### src/rtl/fetch_pkg.sv
// rtl/fetch_pkg.sv - shared types, opcodes and the opcode classifier for the fetch stage
package fetch_pkg;

  typedef enum logic [1:0] {
    CLS_I   = 2'd0,
    CLS_R   = 2'd1,
    CLS_S   = 2'd2,
    CLS_ILL = 2'd3
  } instr_class_t;

  localparam logic [6:0] OPC_I = 7'h13;
  localparam logic [6:0] OPC_R = 7'h33;
  localparam logic [6:0] OPC_S = 7'h03;

  typedef struct packed {
    logic [31:0]  instr;
    logic [31:0]  pc;
    instr_class_t cls;
  } fetch_entry_t;

  function automatic instr_class_t classify(input logic [6:0] opc);
    case (opc)
      OPC_I:   return CLS_I;
      OPC_R:   return CLS_R;
      OPC_S:   return CLS_S;
      default: return CLS_ILL;
    endcase
  endfunction

endpackage

### src/rtl/fetch_fifo.sv
// rtl/fetch_fifo.sv - circular-buffer FIFO with read/write pointers and occupancy count
module fetch_fifo #(
  parameter int DEPTH = 4,
  parameter int WIDTH = 66
) (
  input  logic                       clock,
  input  logic                       reset,
  input  logic                       wr_en,
  input  logic [WIDTH-1:0]           wr_data,
  input  logic                       rd_en,
  output logic [WIDTH-1:0]           rd_data,
  output logic [$clog2(DEPTH+1)-1:0] count
);

  localparam int PW = (DEPTH > 1) ? $clog2(DEPTH) : 1;
  localparam int CW = $clog2(DEPTH + 1);

  logic [WIDTH-1:0] mem_q [DEPTH];
  logic [WIDTH-1:0] mem_d [DEPTH];
  logic [PW-1:0]    wr_ptr_q, wr_ptr_d;
  logic [PW-1:0]    rd_ptr_q, rd_ptr_d;
  logic [CW-1:0]    count_q, count_d;
  logic             do_wr, do_rd;

  function automatic logic [PW-1:0] ptr_inc(input logic [PW-1:0] p);
    return (p == PW'(DEPTH - 1)) ? '0 : p + PW'(1);
  endfunction

  always_comb begin
    mem_d    = mem_q;
    wr_ptr_d = wr_ptr_q;
    rd_ptr_d = rd_ptr_q;
    count_d  = count_q;
    do_wr    = wr_en && (count_q != CW'(DEPTH));
    do_rd    = rd_en && (count_q != '0);
    if (do_wr) begin
      mem_d[wr_ptr_q] = wr_data;
      wr_ptr_d        = ptr_inc(wr_ptr_q);
    end
    if (do_rd) begin
      rd_ptr_d = ptr_inc(rd_ptr_q);
    end
    case ({do_wr, do_rd})
      2'b10:   count_d = count_q + CW'(1);
      2'b01:   count_d = count_q - CW'(1);
      default: count_d = count_q;
    endcase
  end

  always_ff @(posedge clock) begin
    if (reset) begin
      mem_q    <= '{default: '0};
      wr_ptr_q <= '0;
      rd_ptr_q <= '0;
      count_q  <= '0;
    end else begin
      mem_q    <= mem_d;
      wr_ptr_q <= wr_ptr_d;
      rd_ptr_q <= rd_ptr_d;
      count_q  <= count_d;
    end
  end

  assign rd_data = mem_q[rd_ptr_q];
  assign count   = count_q;

endmodule

### src/rtl/instr_fetch_buffer.sv
// rtl/instr_fetch_buffer.sv - credit-based sequential fetch with PC/class tagging into a decode FIFO
module instr_fetch_buffer
  import fetch_pkg::*;
#(
  parameter int DEPTH  = 4,
  parameter int ADDR_W = 6,
  parameter int XLEN   = 32
) (
  input  logic                       clock,
  input  logic                       reset,
  input  logic                       fetch_en,
  output logic                       next_op,
  input  logic [XLEN-1:0]            instr_in,
  output logic                       out_valid,
  input  logic                       out_ready,
  output logic [XLEN-1:0]            out_instr,
  output logic [XLEN-1:0]            out_pc,
  output logic [1:0]                 out_class,
  output logic [$clog2(DEPTH+1)-1:0] count
);

  localparam int CW  = $clog2(DEPTH + 1);
  localparam int PCW = ADDR_W + 2;

  logic           inflight_q, inflight_d;
  logic [PCW-1:0] pc_q, pc_d;
  logic [CW-1:0]  fifo_count;
  logic           push, pop, credit_ok;
  fetch_entry_t   wr_entry, head;

  // Requests in flight already own a slot, so the FIFO can never overflow.
  assign credit_ok = ({1'b0, fifo_count} + (CW+1)'(inflight_q)) < (CW+1)'(DEPTH);
  assign next_op   = fetch_en & ~reset & credit_ok;
  assign push      = inflight_q & ~reset;
  assign out_valid = (fifo_count != '0);
  assign pop       = out_valid & out_ready;

  always_comb begin
    inflight_d     = next_op;
    pc_d           = push ? pc_q + PCW'(4) : pc_q;
    wr_entry.instr = 32'(instr_in);
    wr_entry.pc    = 32'(pc_q);
    wr_entry.cls   = classify(instr_in[6:0]);
  end

  always_ff @(posedge clock) begin
    if (reset) begin
      inflight_q <= 1'b0;
      pc_q       <= '0;
    end else begin
      inflight_q <= inflight_d;
      pc_q       <= pc_d;
    end
  end

  fetch_fifo #(
    .DEPTH (DEPTH),
    .WIDTH ($bits(fetch_entry_t))
  ) u_fifo (
    .clock   (clock),
    .reset   (reset),
    .wr_en   (push),
    .wr_data (wr_entry),
    .rd_en   (pop),
    .rd_data (head),
    .count   (fifo_count)
  );

  assign out_instr = out_valid ? XLEN'(head.instr) : '0;
  assign out_pc    = out_valid ? XLEN'(head.pc) : '0;
  assign out_class = out_valid ? head.cls : 2'd0;
  assign count     = fifo_count;

  overflow_chk: assert property (@(posedge clock) disable iff (reset)
    !(push && fifo_count == CW'(DEPTH)));

endmodule

### config.mk
export PLATFORM = sky130hd
export DESIGN_NAME = instr_fetch_buffer
export DESIGN_NICKNAME = d
export VERILOG_FILES = /design/src/rtl/fetch_pkg.sv /design/src/rtl/fetch_fifo.sv /design/src/rtl/instr_fetch_buffer.sv
export SDC_FILE = /design/constraint.sdc
export NUM_CORES = 1
export LEC_CHECK = 0
export BUFFER_PORTS_ARGS = -buffer_cell sky130_fd_sc_hd__buf_4
export CAP_MARGIN = 40
export CORE_MARGIN = 2
export CORE_UTILIZATION = 31
export DETAILED_ROUTE_END_ITERATION = 12
export SLEW_MARGIN = 25
export SYNTH_ARGS = -nofsm -noshare
export SYNTH_HDL_FRONTEND = slang
export SYNTH_SLANG_ARGS = --single-unit
### constraint.sdc
create_clock -name clock -period 3.8 [get_ports clock]
set_input_delay 0.76 -clock clock [delete_from_list [all_inputs] [get_ports clock]]
set_output_delay 0.76 -clock clock [all_outputs]
set_load 0.1 [all_outputs]
==> flow_summary.json <==
{
  "status": "finished clean",
  "cp-end-kind": "output pin",
  "fill_cells": 2787,
  "crit_required_ps": 3040,
  "clock_latency_ps": 440,
  "final-setup-viol-count": 0,
  "synth_top_area_cell": "dfxtp_1",
  "drv_slew": 0,
  "fin_skew_ps": 19.67,
  "seq_area_um2": 3486,
  "start_util_pct": 31.38,
  "die_w_um": 171.5,
  "synth-simple-area-share_pct": 20.65,
  "rsz0062_at_grt": "false",
  "worstHoldEndpoint": "pc_q[7]$_SDFFE_PP0P_",
  "yosysSeqAreaShare_pct": 40.07,
  "cts.sinks": 174,
  "hold_start": "pc_q[7]$_SDFFE_PP0P_",
  "ctsHoldBuffers": 0,
  "io_pins": 107,
  "synth_area_um2": 8693,
  "grt_usage_pct": 17.75,
  "worstPathArrival_ps": 2370,
  "clockRootBuffer": "clkbuf_16",
  "critPathSlowestCell": "dfxtp_2",
  "ys_dominant_reg_cell": "dfxtp_1",
  "grt_pass1_wl_um": 41300,
  "synth_edf_count": 0,
  "ff2ff_path_depth": 8,
  "min_path_type": "flip-flop to flip-flop",
  "die_y_um": 171.5,
  "cts_tree": "done",
  "synth_top_area_share_pct": 40.07,
  "critPathKind": "flip-flop to output pin",
  "post-route-period-util_pct": 82.34,
  "maxCapViolations": 0,
  "synthDistinctLibCells": 41,
  "holdPathStages": 1,
  "peakVddDrop_mv": 0.3258,
  "viasPerCell": 5.707,
  "ys.warnings.count": 0,
  "path_clk_slew_ps": 70,
  "port_buffers": 80,
  "htree_levels": 4,
  "p_total_w": 0.005111,
  "slew_headroom_pct": 42.85,
  "p_leak_nw": 4.135,
  "fin_worst_hold_slack_ps": 445.3,
  "cts.repair.resized": 0,
  "synthAdderAreaFrac_pct": 1.238,
  "worstMarginPinSlew_ps": 857.2,
  "routed_wl_um": 26020,
  "cp-start-kind": "flip-flop",
  "dr.pass1.iters": 5,
  "cp_max_fo": 16,
  "r2r_start": "u_fifo.count[2]$_SDFFE_PP0P_",
  "grt_overflow": 0,
  "ant_nets": 0,
  "grt_pass1_vias": 7267,
  "antenna_found_initial": 0,
  "layout_commonest_cell": "dfxtp_1",
  "multi_input_area_um2": 4532,
  "clock.fmax_mhz": 319.6,
  "routedWlPerCell_um": 19.27,
  "synth_seq_cells": 174,
  "syn_to_final_growth_pct": 16.70,
  "mostFrequentLayoutCells": "172 x dfxtp_1, 152 x nand2_1, 146 x nand3_1",
  "r2r_setup_slack_ps": 990,
  "r2r_end": "u_fifo.count[2]$_SDFFE_PP0P_",
  "nets": 1002,
  "rows": 61,
  "synthXorXnorAreaFrac_pct": 0.5037,
  "cts_buffers": 17,
  "period_needed_ps": 3129,
  "drc": 0,
  "grt_max_degree": 85,
  "gp_congestion": 0.7312,
  "async_flop_share_pct": 0,
  "drive_above_1_share_pct": 19.98,
  "syn_inst": 949,
  "synth_compound_gate_area_share_pct": 17.70,
  "die_area_um2": 29400,
  "power_density_nw_per_um2": 503.8,
  "core_area_um2": 27710,
  "fin_tns_setup_ps": 0,
  "postCtsSetupBuffers": 0,
  "vias": 7705,
  "drt_iter0_drc": 1005,
  "final_hold_viol_count": 0,
  "slowest_delay_ps": 720,
  "synth_top_family_by_area": "simple AND/OR/NAND/NOR gates",
  "synthMuxAreaShare_pct": 10.82,
  "cp_cell_sequence": "buf_12, mux4_2, nor2b_1, buf_4",
  "cts.path.max_buffers": 2,
  "synth_area_leaders": "dfxtp_1 40%, o311ai_0 13%, mux4_2 10%",
  "syn_avg_cell_area_um2": 9.161,
  "dpl.hpwl_um": 14920
}
==> state kept, by name (all words and copies together) (netlist names) <==
| name | flops |
|---|---|
| u_fifo.mem_q | 160 |
| pc_q | 6 |
| u_fifo.count | 3 |
| u_fifo.rd_ptr_q | 2 |
| u_fifo.wr_ptr_q | 2 |
| inflight_q | 1 |
==> worst max-delay path, delay by kind of cell (launching register included) <==
family | cells | cell delay, ps
DFF | 1 | 720
muxes | 1 | 520
buffers and inverters | 2 | 510
and+or+nand+nor | 1 | 170
==> power by group <==
part / leakage, nW / internal [W] / total [W] / switching, W
sequential: 1.41 / 0.00189 / 0.00196 / 0.0000756
clock: 0.287 / 0.000886 / 0.00176 / 0.000875
combinational: 2.44 / 0.000373 / 0.00139 / 0.00101
total: 4.13 / 0.00314 / 0.00511 / 0.00197
==> routing by layer <==
metal / track usage [%] / vias to the layer above / wire length (µm)
met1: 24.78 / 3813 / 11750
li1: - / 3556 / -
met3: 3.313 / 37 / 1481
met4: 5.601 / 0 / 391
met5: 0 / - / 0
met2: 27.68 / 299 / 12390
==> cell families (layout without fill, tap and decap cells) <==
family,count (synthesis),in the layout
simple gates,376,376
flops,174,174
mux,44,44
compound gates,183,183
buf+inv,158,155
fa+ha+maj,8,8
xor+xnor,5,5
other cells,1,27
==> through the flow <==
| step | instance area (µm²) | setup WS [ps] | util, % | cells |
|---|---|---|---|---|
| floorplan | 8787 | 149.1 | - | 974 |
| global placement | 9370 | 1064 | 33.82 | 1309 |
| detailed placement | 9499 | 1040 | 34.29 | 1315 |
| CTS | 10090 | 623.6 | 36.44 | 1347 |
| global route | 10140 | 588.6 | 36.61 | 1349 |
| finish | 10140 | 671.1 | 36.62 | 1350 |
==> area by class of cell <==
type	count	share of cell area, %
Antenna cell	1	0.02467
Clock buffer	17	4.193
Clock inverter	15	1.677
Inverter	13	0.5057
Multi-Input combinational cell	642	44.67
Sequential cell	174	34.36
Tap cell	378	4.662
Timing Repair Buffer	110	9.904
==> synthesized netlist by cell type (3+ instances only) <==
master and number:
nand2_1 152, ha_1 7, nor2_1 11, nand3_1 146, buf_1 6, nor4_1 4
o311ai_0 131, o311ai_1 21, a21oi_1 5, nor2b_1 41, nor3_1 6, mux4_2 40
buf_2 36, mux2i_1 4, inv_1 11, a31oi_1 8, buf_4 35, xor2_1 4
nand4_1 3, o21ai_0 3, o31ai_1 9, clkbuf_1 65, and3b_1 4, dfxtp_1 174
a211oi_1 4
==> how the worst max path moves through the flow <==
stage	start	endpoint	cells past startpoint
5_1_grt	u_fifo.rd_ptr_q[1]$_SDFFE_PP0P_	out_instr[21]	4
3_5_place_dp	u_fifo.count[2]$_SDFFE_PP0P_	u_fifo.count[2]$_SDFFE_PP0P_	8
2_1_floorplan	u_fifo.count[0]$_SDFFE_PP0P_	out_class[1]	3
3_3_place_gp	u_fifo.count[2]$_SDFFE_PP0P_	u_fifo.count[2]$_SDFFE_PP0P_	8
4_1_cts	u_fifo.rd_ptr_q[0]$_SDFFE_PP0P_	out_pc[4]	3
6_report	u_fifo.rd_ptr_q[1]$_SDFFE_PP0P_	out_instr[21]	4
Power figures use the tool's default switching activity.
